--- src/rtl/updown_counter.sv ---
// Modulo up/down counter with prescaler, load, wrap/saturate, tc pulse, sticky ovf; optional snapshot via COUNTER_SNAPSHOT_EN.
// Latency: value/tc/ovf update on the tick edge (visible next cycle); no backpressure, a tick is never stalled.
module updown_counter #(
  parameter int WIDTH    = 4,
  parameter int MODULUS  = 16,
  parameter int PRESCALE = 1,
  parameter int SATURATE = 0
) (
  input  logic             clk,
  input  logic             reset,
  input  logic             en,
  input  logic             up,
  input  logic             load,
  input  logic [WIDTH-1:0] load_value,
  input  logic             clr_ovf,
`ifdef COUNTER_SNAPSHOT_EN
  input  logic             snap,
  output logic [WIDTH-1:0] snap_value,
  output logic             snap_valid,
`endif
  output logic [WIDTH-1:0] value,
  output logic             tc,
  output logic             ovf
);

  localparam int             PW      = (PRESCALE > 1) ? $clog2(PRESCALE) : 1;
  localparam logic [PW-1:0]  PS_LAST = PW'(PRESCALE - 1);
  localparam logic [WIDTH-1:0] TOP   = WIDTH'(MODULUS - 1);
  localparam logic [WIDTH:0] MOD_EXT = (WIDTH + 1)'(MODULUS);

  logic [PW-1:0]    prescaler, prescaler_nxt;
  logic [WIDTH-1:0] value_nxt;
  logic             tc_nxt, ovf_nxt, tick, at_bound;

  always_comb begin
    tick          = en && (prescaler == PS_LAST);
    at_bound      = up ? (value == TOP) : (value == '0);
    prescaler_nxt = prescaler;
    value_nxt     = value;
    tc_nxt        = 1'b0;
    ovf_nxt       = clr_ovf ? 1'b0 : ovf;
    if (load) begin
      // Load wins over a coincident tick; out-of-range values clamp to the top.
      prescaler_nxt = '0;
      value_nxt     = ({1'b0, load_value} >= MOD_EXT) ? TOP : load_value;
    end else begin
      if (en)
        prescaler_nxt = (prescaler == PS_LAST) ? '0 : prescaler + 1'b1;
      if (tick) begin
        if (at_bound) begin
          tc_nxt  = 1'b1;
          ovf_nxt = 1'b1;
          if (SATURATE == 0)
            value_nxt = up ? '0 : TOP;
        end else begin
          value_nxt = up ? value + 1'b1 : value - 1'b1;
        end
      end
    end
  end

  always_ff @(posedge clk) begin
    if (reset) begin
      prescaler <= '0;
      value     <= '0;
      tc        <= 1'b0;
      ovf       <= 1'b0;
    end else begin
      prescaler <= prescaler_nxt;
      value     <= value_nxt;
      tc        <= tc_nxt;
      ovf       <= ovf_nxt;
    end
  end

`ifdef COUNTER_SNAPSHOT_EN
  // Captures the pre-update count, so a snap alongside a load sees the old value.
  always_ff @(posedge clk) begin
    if (reset) begin
      snap_value <= '0;
      snap_valid <= 1'b0;
    end else if (snap) begin
      snap_value <= value;
      snap_valid <= 1'b1;
    end
  end
`endif

endmodule

--- config.mk ---
export PLATFORM = sky130hd
export DESIGN_NAME = updown_counter
export DESIGN_NICKNAME = d
export VERILOG_FILES = /design/src/rtl/updown_counter.sv
export SDC_FILE = /design/constraint.sdc
export NUM_CORES = 1
export LEC_CHECK = 0
export CELL_PAD_IN_SITES_DETAIL_PLACEMENT = 0
export CELL_PAD_IN_SITES_GLOBAL_PLACEMENT = 1
export CORE_MARGIN = 8
export CORE_UTILIZATION = 30
export CTS_CLUSTER_DIAMETER = 60
export DETAILED_ROUTE_END_ITERATION = 8
export GPL_TIMING_DRIVEN = 0
export PLACE_DENSITY = 0.86
export SYNTH_ARGS = -nofsm -noshare
export SYNTH_HDL_FRONTEND = slang
export SYNTH_SLANG_ARGS = --single-unit
export TNS_END_PERCENT = 5
--- constraint.sdc ---
create_clock -name clk -period 3.9 [get_ports clk]
set_clock_uncertainty 0.1 [all_clocks]
set_input_delay 0.585 -clock clk [delete_from_list [all_inputs] [get_ports clk]]
set_output_delay 0.585 -clock clk [all_outputs]
set_load 0.01 [all_outputs]
==> flow_metrics.tcl <==
set metrics [dict create \
    placed_cell_area_sq_um 551 \
    clock_latency_ps 240 \
    fin_crit_ps 2130 \
    p_sw_mw 0.0526 \
    syn_area_per_cell_sq_um 8.51 \
    tightest_slew_ps 276 \
    relSlewSlack_pct 81.6 \
    final.period_utilization_pct 54.5 \
    outcome "finished clean" \
    netlist_instances 46 \
    clk_pin_slew_ps 50 \
    rows 13 \
    synthFlopType "dfxtp_1" \
    first_global_vias 396 \
    max_cap_violations 0 \
    drc 0 \
    grt-ovfl-total 0 \
    grt_setup_unrepaired "false" \
    fp.dieH_um 52.1 \
    ant_nets 0 \
    p_leak_nw 0.240 \
    wl_per_cell_um 12.6 \
    final_layout_size_suffix_gt1_share_pct 12.7 \
    worstPathMaxFanout 4 \
    path_cells "clkdlybuf4s50_1, inv_1, ha_1, a21o_1, a21oi_1, xnor2_1, o2bb2ai_1" \
    ir_drop_mv 0.154 \
    place.port_buffers 14 \
    drv_slew 0 \
    worstSetupPathType "input pin to register" \
    antenna_found_initial 0 \
    setup_viol 0 \
    dp_hpwl_um 794 \
    post_cts_resized 0 \
    pwr-share-seq_pct 39.6 \
    cp-end-kind "register" \
    worst_setup_path_start_kind "input pin" \
    htree_num_levels 1 \
    synth-async-reset-ratio_pct 0 \
    synth_edf_count 0 \
    grt_first_pass_wirelength_um 1630 \
    synth_fp_nets 59 \
    yosysWarningCount 0 \
    core-area_sq_um 1250 \
    hold_slack_ps 375 \
    dr.pass1.iters 2 \
    grt_max_degree 10 \
    p_comb_share_pct 31.0 \
    track_usage_pct 7.60 \
    drtIter0Drc 2 \
    final.setup.tns_ps 0 \
    routed_via_density 4.62 \
    swShare_pct 27.9 \
    wl_um 986 \
    critPathMaxStageDelay_ps 570 \
    cts_setup_buffers 0 \
    fin_nets 78 \
    vias 360 \
    clock_sinks 6 \
    dieArea_sq_um 2720 \
    die_x_um 52.1 \
    timing.fmax_mhz 470 \
    root_buffer "clkbuf_4" \
    crit_required_ps 3970 \
    netlist_area_sq_um 392 \
    cts_buffer_depth 2 \
    syn_to_final_growth_pct 46.3 \
    critPathSlowestCell "clkdlybuf4s50_1" \
    cts_buffers 3 \
    ctsHoldBuffers 0 \
    hold_class "register to register" \
    cp.arrival_ps 2200 \
    pin_count 16 \
    hold_violations 0 \
    gp_congestion 0.725 \
    cts_tree "done" \
    antenna_cells 0 \
    p_per_area_nw_per_um2 330 \
    ys_ff_latch 6 \
    multiInputGateArea_sq_um 256 \
    synth_cell_types 23 \
    nFillCells 132 \
    power.internal_mw 0.136 \
    initial_utilization_pct 31.3 \
    final_area_sq_um 573 \
    p_clk_share_pct 29.4 \
    seq_area_frac_synth_pct 30.7 \
    seq_area_sq_um 120 \
]
-- metal layers --
metal / track usage, % / routed length (um)
met5: 0 / 0
met4: 2.59 / 0
met3: 2.85 / 89
met2: 12.6 / 446
met1: 8.72 / 450
-- through the flow --
step / utilization (%) / total power, mW / instances / setup WS (ps)
2_1_floorplan: - / 0.109 / 46 / 2270
3_3_place_gp: 44.0 / 0.134 / 75 / 1540
3_5_place_dp: 44.0 / 0.135 / 75 / 1520
4_1_cts: 45.8 / 0.192 / 78 / 1770
5_1_grt: 45.8 / 0.202 / 78 / 1660
6_report: 45.8 / 0.189 / 78 / 1770
-- cell usage after synthesis, types with 2 or more instances --
cell	instances	share of area, %
a211oi_1	2	3.8
a21oi_1	5	6.4
dfxtp_1	6	31
ha_1	2	6.4
inv_1	2	1.9
nand2_1	3	2.9
nor2_1	8	7.7
xnor2_1	3	6.7
-- registers in the layout, summed over array words and instances (netlist names) --
register	cells
value	4
ovf	1
tc	1
-- worst max-delay path, delay by kind of cell --
family                     cells  cell delay [ps]
buffers and inverters          2              690
AOI/OAI and AO/OA              3              490
adders and majority gates      1              290
xor gates and xnor gates       1              140
-- cell families (layout without fill, tap and decap cells) --
logic type	after synthesis	after routing	share of synthesized area, %
compound gates	11	11	17.9
xor+xnor	4	4	8.95
buf+inv	3	20	3.84
fa+ha+maj	3	3	11.5
simple gates	19	19	27.2
flops	6	6	30.7
-- placed cells by master, fill, tap and decap left out, drive strengths merged, types with 2 or more instances in the layout --
master         Yosys  layout
a211oi             2       2
a21oi              5       5
clkbuf             0       3
clkdlybuf4s50      0      14
dfxtp              6       6
ha                 2       2
inv                2       2
nand2              3       3
nor2               9       9
nor2b              2       2
xnor2              3       3
-- worst paths after layout --
path,start,end,slack [ps],cells after the start
setup / recovery,up,value[3],1770,7
setup reg to reg,value[1],value[3],2400,5
hold reg to reg,ovf,ovf,380,2
hold / removal,ovf,ovf,380,2
-- power by group through the flow --
stage                     Clock (mW)  Combinational (mW)  Sequential, mW
after CTS                     0.0578              0.0591          0.0749
final                         0.0555              0.0586          0.0748
after global placement             0              0.0577          0.0760
after floorplan                    0              0.0323          0.0766
after global routing          0.0616              0.0649          0.0758
after detailed placement           0              0.0587          0.0760
-- cell type report --
type / instances / share of cell area, %
Timing Repair Buffer: 14 / 24.5
Tap cell: 15 / 3.28
Buffer: 1 / 1.31
Clock buffer: 3 / 3.93
Multi-Input combinational cell: 37 / 44.8
Sequential cell: 6 / 21.0
Inverter: 2 / 1.31
No activity file was read; power rests on OpenSTA's default activity.
